**config.mk**
```make
export PLATFORM = sky130hd
export DESIGN_NAME = ahb_lite_cmd_mst
export DESIGN_NICKNAME = d
export VERILOG_FILES = /design/src/rtl/ahb_lite_cmd_mst.sv
export SDC_FILE = /design/constraint.sdc
export NUM_CORES = 1
export LEC_CHECK = 0
export ABC_AREA = 1
export CORE_ASPECT_RATIO = 0.8
export CORE_UTILIZATION = 50
export CTS_BUF_LIST = sky130_fd_sc_hd__clkbuf_4 sky130_fd_sc_hd__clkbuf_8 sky130_fd_sc_hd__clkbuf_16
export CTS_CLUSTER_SIZE = 25
export DETAILED_ROUTE_END_ITERATION = 10
export PLACE_DENSITY = 0.82
export SLEW_MARGIN = 20
export SYNTH_ARGS = -nofsm -noshare
export SYNTH_HDL_FRONTEND = slang
export SYNTH_SLANG_ARGS = --single-unit
```
**constraint.sdc**
```tcl
create_clock -name HCLK -period 37.9 [get_ports HCLK]
set_input_delay 9.475 -clock HCLK [delete_from_list [all_inputs] [get_ports HCLK]]
set_output_delay 9.475 -clock HCLK [all_outputs]
set_load 0.05 [all_outputs]
```
**src/rtl/ahb_lite_cmd_mst.sv**
```systemverilog
// ahb_lite_cmd_mst: valid/ready commands to pipelined AHB-Lite single transfers.
// Optional: define AHB_LITE_CMD_MST_ALIGN_CHK_EN to retire misaligned commands as errors.
module ahb_lite_cmd_mst #(
  parameter logic [2:0] HPROT_HI    = 3'b001,
  parameter bit         ERR_REISSUE = 1'b1
) (
  input  logic        HCLK,
  input  logic        HRESET,
  input  logic        cmd_valid,
  output logic        cmd_ready,
  input  logic        cmd_write,
  input  logic [31:0] cmd_addr,
  input  logic [2:0]  cmd_size,
  input  logic [63:0] cmd_wdata,
  input  logic        cmd_data,
  output logic        rsp_valid,
  output logic        rsp_write,
  output logic        rsp_err,
  output logic [63:0] rsp_rdata,
  output logic [31:0] txn_cnt,
  output logic        HSEL,
  output logic [31:0] HADDR,
  output logic [1:0]  HTRANS,
  output logic        HWRITE,
  output logic [2:0]  HSIZE,
  output logic [2:0]  HBURST,
  output logic [3:0]  HPROT,
  output logic [63:0] HWDATA,
  input  logic        HREADY,
  input  logic        HRESP,
  input  logic [63:0] HRDATA
);

  typedef struct packed {
    logic        valid;
    logic        write;
    logic [31:0] addr;
    logic [2:0]  size;
    logic        data;
    logic [63:0] wdata;
    logic        bypass;
  } slot_t;

  typedef enum logic {
    ST_RUN,
    ST_CANCEL
  } state_t;

  state_t      state_q, state_d;
  slot_t       a_q, a_d;
  slot_t       d_q, d_d;
  slot_t       cmd_slot;
  logic        rsp_valid_q, rsp_valid_d;
  logic        rsp_write_q, rsp_write_d;
  logic        rsp_err_q, rsp_err_d;
  logic [63:0] rsp_rdata_q, rsp_rdata_d;
  logic [31:0] txn_cnt_q, txn_cnt_d;
  logic        cancel;
  logic        accept;
  logic        misalign;
  logic        retire_err;

  assign cancel    = (state_q == ST_CANCEL);
  assign cmd_ready = ~HRESET & ~cancel & (~a_q.valid | HREADY);
  assign accept    = cmd_valid & cmd_ready;

  // Misaligned commands become bus-less error entries when checking is built in
  always_comb begin
`ifdef AHB_LITE_CMD_MST_ALIGN_CHK_EN
    misalign = |(cmd_addr & ((32'd1 << cmd_size) - 32'd1));
`else
    misalign = 1'b0;
`endif
  end

  assign cmd_slot = '{
    valid:  1'b1,
    write:  cmd_write,
    addr:   cmd_addr,
    size:   cmd_size,
    data:   cmd_data,
    wdata:  cmd_wdata,
    bypass: misalign
  };

  // A cancelled data phase and bypass entries always retire as errors
  assign retire_err = HRESP | d_q.bypass | cancel;

  // Pipeline advance, error cancel sequencing and response generation
  always_comb begin
    state_d     = state_q;
    a_d         = a_q;
    d_d         = d_q;
    rsp_valid_d = 1'b0;
    rsp_write_d = 1'b0;
    rsp_err_d   = 1'b0;
    rsp_rdata_d = '0;
    txn_cnt_d   = txn_cnt_q;
    if (d_q.valid && HREADY) begin
      rsp_valid_d = 1'b1;
      rsp_write_d = d_q.write;
      rsp_err_d   = retire_err;
      if (!d_q.write && !retire_err) begin
        rsp_rdata_d = HRDATA;
      end
      txn_cnt_d   = txn_cnt_q + 32'd1;
    end
    unique case (state_q)
      ST_RUN: begin
        if (HREADY) begin
          d_d = a_q;
          a_d = accept ? cmd_slot : '0;
        end else begin
          if (d_q.valid && HRESP) begin
            state_d = ST_CANCEL;
          end
          if (accept) begin
            a_d = cmd_slot;
          end
        end
      end
      ST_CANCEL: begin
        if (HREADY) begin
          state_d = ST_RUN;
          d_d     = '0;
          if (!ERR_REISSUE && a_q.valid) begin
            a_d.bypass = 1'b1;
          end
        end
      end
      default: state_d = ST_RUN;
    endcase
  end

  // State register; reset drops everything in flight
  always_ff @(posedge HCLK or posedge HRESET) begin
    if (HRESET) begin
      state_q     <= ST_RUN;
      a_q         <= '0;
      d_q         <= '0;
      rsp_valid_q <= 1'b0;
      rsp_write_q <= 1'b0;
      rsp_err_q   <= 1'b0;
      rsp_rdata_q <= '0;
      txn_cnt_q   <= '0;
    end else begin
      state_q     <= state_d;
      a_q         <= a_d;
      d_q         <= d_d;
      rsp_valid_q <= rsp_valid_d;
      rsp_write_q <= rsp_write_d;
      rsp_err_q   <= rsp_err_d;
      rsp_rdata_q <= rsp_rdata_d;
      txn_cnt_q   <= txn_cnt_d;
    end
  end

  assign HTRANS    = (a_q.valid & ~cancel & ~a_q.bypass) ? 2'b10 : 2'b00;
  assign HSEL      = HTRANS[1];
  assign HADDR     = a_q.addr;
  assign HWRITE    = a_q.write;
  assign HSIZE     = a_q.size;
  assign HBURST    = 3'b000;
  assign HPROT     = {HPROT_HI, a_q.data};
  assign HWDATA    = d_q.wdata;
  assign rsp_valid = rsp_valid_q;
  assign rsp_write = rsp_write_q;
  assign rsp_err   = rsp_err_q;
  assign rsp_rdata = rsp_rdata_q;
  assign txn_cnt   = txn_cnt_q;

endmodule

```
== After elaboration in Yosys (flattened, before gate mapping) ==
Cells that the tools add are included.
Word-level totals
  logic and storage cells: 56
  flip-flop bits (word level): 270
  input port bits: 170
  output and inout bits: 210
Operators by class
  bitwise operators: 12
  equal/unequal tests: 2
  multiplexer cells: 16
  reductions and logical operators: 8
  $add $sub $neg: 1
Operator list (count)
  $mux 103: 5
  $pmux 103 s2: 1
  $mux 64: 2
  $add 32x1->32 const B: 1
  $mux 1: 6
  $and 1x1->1: 5
  $ne 2x2->1 const B: 2
  $not 1->1: 4
  $reduce_and 2->1: 2
  $logic_and 1x1->1: 3
  $or 1x1->1: 3
  $logic_not 1->1: 2
  $mux 2: 1
  $pmux 1 s2: 1
  $reduce_bool 2->1: 1

== Depth between registers and ports, before layout ==
Gate-level depths: netlist (run 1).
  depth in word-level cells: 6
  mapped depth: 9

== Worst setup path before layout (run 1) ==
Ideal clock, no wire load.
  path kind: input to output
  from: input port HRESET
  to: output port cmd_ready
  stages: 5
  setup slack: 12384 ps
  data required time: 28425 ps
  path buffers: 2
  data arrival time: 16041 ps
  path through: inv_1 > nand2_1 > nor2_2 > buf_6 > buf_6
Between the ends
  longest elaborated chain between the ends: 3
RTL lines
  from (decl): RTL line 8  | input logic HRESET,
  $not 1->1: RTL line 64  | assign cmd_ready = ~HRESET & ~cancel & (~a_q.valid | HREADY);
  $and 1x1->1 (2 in series): RTL line 64
  to (decl): RTL line 10  | output logic cmd_ready,
Every way passes these cells.

== Worst setup path in the final report (run 1) ==
Ends and elaborated chain as after synthesis.

==> out/metrics.yaml, run 1 <==
status:
  status: "finished clean"
clocking:
  htree_levels: 1
  root_buffer: "clkbuf_16"
  numCtsBuffers: 27
  clk_path_buf_depth: 3
  cts_tree: "yes"
  cts_sinks: 268
  clk_pin_slew_worst_paths_ps: 60
  clkLatencyLatePin_ps: 530
  cts_setup_buffers: 0
  cts_resized: 0
  cts_hold_buffers: 0
synth:
  ys_ff_latch: 268
  syn-mean-instance-area_um2: 9.50
  ys_seq_area_frac: 0.577
  synth_top_family_by_area: "simple AND/OR/NAND/NOR gates"
  synthSimpleGateAreaFrac: 0.172
  postSynthCellCount: 1223
  synth_compound_area_frac: 0.0796
  synth-edff-count: 0
  yosysUniqueCellTypes: 28
  synthXorXnorAreaFrac: 0.0136
  ys_warn_count: 0
  async_reset_ff_frac: 1.00
  synthAdderAreaFrac: 0.00108
  synth-main-ff-cell: "dfrtp_1"
  muxShareOfSynthArea: 0
  netlist_area_um2: 11600
drt:
  vias_per_cell: 5.05
  route.detailed.drc: 0
  drt_iter0_markers: 565
  wirelength_mm: 31.0
  ant_nets: 0
  dr.pass1.iters: 5
  vias: 9036
  wl_per_cell_um: 17.3
timing:
  fin_hold_ws_ps: 495
  skew_ps: 11.0
  setup_tns_ps: 0
  setup_viol: 0
  worst_pin_slew_ps: 1060
  rsz0062_at_grt: "no"
  maxSlewHeadroom: 0.294
  fin_crit_sh: 0.583
  max_freq_ghz: 0.0453
  slew_viol_final: 0
  finalHoldViolCount: 0
  fin_crit_ps: 22100
  worst_slack_ps: 15800
finish:
  layout-drive-gt1-share: 0.0769
  syn_to_final_growth_pct: 34.0
  layout.nets: 1636
  ff_latch_area_um2: 6710
  multi_input_area_um2: 3150
  nFillCells: 1698
worst_setup_path:
  cpPeakStageDelay_ps: 970
  r2r_cells: 4
  path_depth: 6
  start_kind: "input pin"
  critical_path.most_common_cell: "clkdlybuf4s50_1"
  cp_max_fo: 102
  path_class: "in -> out"
  critPathRequiredTime_ps: 28420
  path_cells: "clkdlybuf4s50_1 > inv_8 > nand2_1 > nor2_4 > buf_4 > clkdlybuf4s50_1"
  r2r_start: "cancel$_DFF_PP0_"
  reg2reg_slack_ps: 35280
  arrival_ps: 12620
  endpoint_kind: "primary output"
  r2r-end: "a_q[4]$_DFFE_PP0P_"
  cp_slowest_cell: "clkdlybuf4s50_1"
  crit_buf_inv: 4
  cp_top_family: "buffers and inverters"
power_and_ir_drop:
  power.internal_mw: 0.531
  powerDensity_nw_per_um2: 49.4
  clockPowerShare: 0.350
  p_switching_mw: 0.238
  leakage_nw: 6.96
  p_seq_frac: 0.419
  p_sw_frac: 0.310
  ir_worst_vdd_v: 0.0000366
  p_comb_frac: 0.231
floorplanning:
  fp.dieW_um: 172
  num_io_pins: 380
  core_area_um2: 22600
  die_area_um2: 23900
  rows: 49
  start_util: 0.514
  die_h_um: 138
job:
  cap_violations: 0
placed_design:
  pre_cts_ws_ps: 15770
  dp_hpwl_mm: 21.2
  place.gp.congestion: 0.885
  io_buffers: 372
grt:
  grt_max_degree: 103
  antenna_found_initial: 1
  grt_pass1_wl_mm: 48.3
  overflow: 0
  grt_pass1_vias: 8930
  grt_usage: 0.261
hold_path:
  holdCritPathClass: "reg -> reg"
  min_delay_path_depth: 2
  min_from: "HADDR[16]$_DFFE_PP0P_"
  min_to: "HADDR[16]$_DFFE_PP0P_"
## layout by cell type, fill, tap and decap left out, drive strengths merged
master / instances
clkinv: 3
o22ai: 65
xor2: 10
clkbuf: 40
nor2: 107
bufinv: 2
or2: 1
clkdlybuf4s50: 370
nand2: 180
nand3b: 3
nand3: 153
nor3: 3
buf: 11
conb: 7
ha: 1
a211oi: 1
o21ai: 72
diode: 1
inv: 166
dfrtp: 268
nand4: 11
xnor2: 8
## cells in the mapped netlist (3+ instances only)
| cell | count | area [um^2] |
|---|---|---|
| xnor2_1 | 8 | 70.1 |
| nor2_2 | 8 | 50.1 |
| nand4_1 | 10 | 62.6 |
| buf_4 | 113 | 848 |
| nand2_1 | 177 | 664 |
| dfrtp_1 | 268 | 6710 |
| buf_6 | 14 | 158 |
| nor2_1 | 99 | 372 |
| clkbuf_1 | 30 | 113 |
| nand3_1 | 153 | 766 |
| buf_2 | 14 | 70.1 |
| nor3_1 | 3 | 15.0 |
| o21ai_0 | 28 | 140 |
| nand3b_1 | 3 | 22.5 |
| xor2_1 | 10 | 87.6 |
| o21ai_2 | 40 | 350 |
| inv_1 | 164 | 616 |
| o21ai_1 | 4 | 20.0 |
| o22ai_1 | 65 | 407 |
## per-stage QoR
step / cells / utilization / instance area [um^2] / total power [mW]
2_1_floorplan: 1228 / - / 11600 / 0.457
3_3_place_gp: 1741 / 0.647 / 14600 / 0.501
3_5_place_dp: 1741 / 0.647 / 14600 / 0.505
4_1_cts: 1787 / 0.687 / 15500 / 0.774
5_1_grt: 1789 / 0.688 / 15600 / 0.798
6_report: 1789 / 0.688 / 15600 / 0.769
## per-layer routing
layer,part of all wire,up-vias,global-route usage
li1,-,4244,-
met5,0,-,0
met3,0.080,76,0.0653
met4,0.055,0,0.133
met2,0.49,389,0.427
met1,0.38,4327,0.318
## worst max path at each step
stage	start	end	slack, ps
4_1_cts	HRESET	cmd_ready	15780
6_report	HRESET	cmd_ready	15800
2_1_floorplan	HRESET	cmd_ready	12380
3_5_place_dp	HRESET	cmd_ready	15770
3_3_place_gp	HRESET	cmd_ready	15760
5_1_grt	HRESET	cmd_ready	15590
## cell families after synthesis
family	after synthesis
simple gates	458
buf+inv	338
flops	268
compound gates	138
xor+xnor	18
other cells	2
fa+ha+maj	1
## sequential cells by signal, indices dropped and copies added, names as in the netlist
| signal | count |
|---|---|
| a_q | 65 |
| rsp_rdata | 64 |
| rsp_err | 1 |
| cancel | 1 |
| d_q | 2 |
| txn_cnt | 32 |
| rsp_write | 1 |
| HADDR | 32 |
| HSIZE | 3 |
| rsp_valid | 1 |
| HWRITE | 1 |
| HPROT | 1 |
| HWDATA | 64 |
## power groups by stage
stage	registers, mW	clock network (mW)	logic, mW
finish	0.322	0.269	0.177
global route	0.325	0.285	0.188
detailed placement	0.327	0	0.177
floorplan	0.341	0	0.116
CTS	0.322	0.274	0.178
global placement	0.326	0	0.175
## final cells by class
| type | instances | share of cell area |
|---|---|---|
| Multi-Input combinational cell | 622 | 0.202 |
| Clock inverter | 6 | 0.00538 |
| Clock buffer | 40 | 0.0525 |
| Sequential cell | 268 | 0.431 |
| Antenna cell | 1 | 0.000161 |
| Inverter | 165 | 0.0403 |
| Timing Repair Buffer | 381 | 0.244 |
| Tap cell | 306 | 0.0246 |
## tightest hold or removal path, cell delays in order (launching register included)
cell,delay [ps]
dfrtp_1,340
nand3_1,70
nand2_1,50
(Power assumes the default switching activity.)
==> run 2: changes to the inputs <==
--- a/config.mk
+++ b/config.mk
@@ -7,11 +7,11 @@
 export LEC_CHECK = 0
 export ABC_AREA = 1
 export CORE_ASPECT_RATIO = 0.8
-export CORE_UTILIZATION = 50
+export CORE_UTILIZATION = 42
 export CTS_BUF_LIST = sky130_fd_sc_hd__clkbuf_4 sky130_fd_sc_hd__clkbuf_8 sky130_fd_sc_hd__clkbuf_16
 export CTS_CLUSTER_SIZE = 25
 export DETAILED_ROUTE_END_ITERATION = 10
-export PLACE_DENSITY = 0.82
+export PLACE_DENSITY = 0.73
 export SLEW_MARGIN = 20
 export SYNTH_ARGS = -nofsm -noshare
 export SYNTH_HDL_FRONTEND = slang
==> constraint.sdc (replaced) <==
create_clock -name HCLK -period 17.75 [get_ports HCLK]
set_input_delay 4.4375 -clock HCLK [delete_from_list [all_inputs] [get_ports HCLK]]
set_output_delay 4.4375 -clock HCLK [all_outputs]
set_load 0.05 [all_outputs]
==> out/metrics.yaml, run 2 (same netlist as run 1, synthesis figures left out) <==
worst_setup_path:
  endpoint_kind: "primary output"
  cp_max_fo: 71
  path_class: "in -> out"
  arrival_ps: 7100
  critPathRequiredTime_ps: 13310
  start_kind: "input pin"
status:
  status: "finished clean"
floorplanning:
  num_io_pins: 380
  core_area_um2: 27200
  start_util: 0.427
  die_h_um: 151
  fp.dieW_um: 188
  rows: 54
  die_area_um2: 28300
timing:
  skew_ps: 11.3
  setup_viol: 0
  fin_crit_ps: 11540
  fin_crit_sh: 0.650
  finalHoldViolCount: 0
  setup_tns_ps: 0
  rsz0062_at_grt: "no"
  maxSlewHeadroom: 0.252
  slew_viol_final: 0
  worst_pin_slew_ps: 1120
  worst_slack_ps: 6210
  max_freq_ghz: 0.0867
clocking:
  numCtsBuffers: 28
  cts_hold_buffers: 0
  cts_tree: "yes"
  clk_path_buf_depth: 3
  htree_levels: 1
  cts_setup_buffers: 0
  clk_pin_slew_worst_paths_ps: 60
  cts_sinks: 268
  root_buffer: "clkbuf_16"
  clkLatencyLatePin_ps: 540
  cts_resized: 0
grt:
  grt_pass1_wl_mm: 47.5
  grt_usage: 0.212
  antenna_found_initial: 3
  grt_pass1_vias: 8787
  grt_max_degree: 95
  overflow: 0
placed_design:
  dp_hpwl_mm: 20.3
  place.gp.congestion: 0.847
  io_buffers: 372
  pre_cts_ws_ps: 6230
power_and_ir_drop:
  leakage_nw: 7.01
  p_switching_mw: 0.515
  ir_worst_vdd_v: 0.0000708
  clockPowerShare: 0.375
  p_sw_frac: 0.303
  p_seq_frac: 0.404
  powerDensity_nw_per_um2: 108
  power.internal_mw: 1.19
  p_comb_frac: 0.221
drt:
  route.detailed.drc: 0
  vias: 8918
  ant_nets: 0
  dr.pass1.iters: 5
  wirelength_mm: 30.3
  vias_per_cell: 4.81
  drt_iter0_markers: 495
  wl_per_cell_um: 16.4
job:
  cap_violations: 0
finish:
  final_cell_mix: "370 x clkdlybuf4s50_1, 268 x dfrtp_1, 175 x nand2_1"
  regMostFlops: "a_q"
  largest_reg_flops: 65
  layout.nets: 1636
  layout-drive-gt1-share: 0.0800
  final_common_cell: "clkdlybuf4s50_1"
  syn_to_final_growth_pct: 35.6
hold_path:
  holdCritPathClass: "reg -> reg"
## run 2: power by group through the flow
stage | Clock, mW | Sequential [mW] | Combinational [mW]
floorplan | 0 | 0.727 | 0.248
global placement | 0 | 0.697 | 0.375
detailed placement | 0 | 0.698 | 0.378
CTS | 0.655 | 0.687 | 0.380
global route | 0.677 | 0.693 | 0.401
finish | 0.638 | 0.687 | 0.376
## run 2: layout make-up
cell class	instances	area [um^2]
fill	2366	11500
sequential	268	6710
timing repair buffer	380	3780
multi-input combinational	622	3150
clock buffer	43	881
inverter	165	627
tap	364	455
clock inverter	9	150
antenna	2	5.00
## run 2: metrics by stage
step	utilization	cells	instance area, um^2	hold WS (ps)	power [mW]
2_1_floorplan	-	1228	11600	470	0.975
3_3_place_gp	0.540	1799	14700	480	1.07
3_5_place_dp	0.540	1799	14700	486	1.08
4_1_cts	0.578	1851	15700	500	1.72
5_1_grt	0.579	1853	15800	521	1.77
6_report	0.579	1853	15800	497	1.70
## run 2: worst paths after layout
path                                        from                     to  slack [ps]  depth (start not counted)
setup / recovery                          HREADY              cmd_ready        6210                          6
hold / removal             HADDR[17]$_DFFE_PP0P_  HADDR[17]$_DFFE_PP0P_         500                          2
setup reg to reg                cancel$_DFF_PP0_     a_q[3]$_DFFE_PP0P_       15080                          4
hold reg to reg            HADDR[17]$_DFFE_PP0P_  HADDR[17]$_DFFE_PP0P_         500                          2
max in group asynchronous                 HRESET    a_q[34]$_DFFE_PP0P_       12150                          3
min in group asynchronous                 HRESET    a_q[16]$_DFFE_PP0P_        4320                          2
## run 2: metal layers
| layer | part of all wire | global-route usage |
|---|---|---|
| met1 | 0.41 | 0.276 |
| met4 | 0.022 | 0.0573 |
| met5 | 0.00043 | 0 |
| met3 | 0.089 | 0.0635 |
| met2 | 0.48 | 0.344 |
## run 2: worst max-delay path, stage by stage
cell             delay [ps]
buf_2                    80
buf_4                   680
or2_4                   270
nand2_1                  80
nor2_4                  570
clkdlybuf4s50_1         940
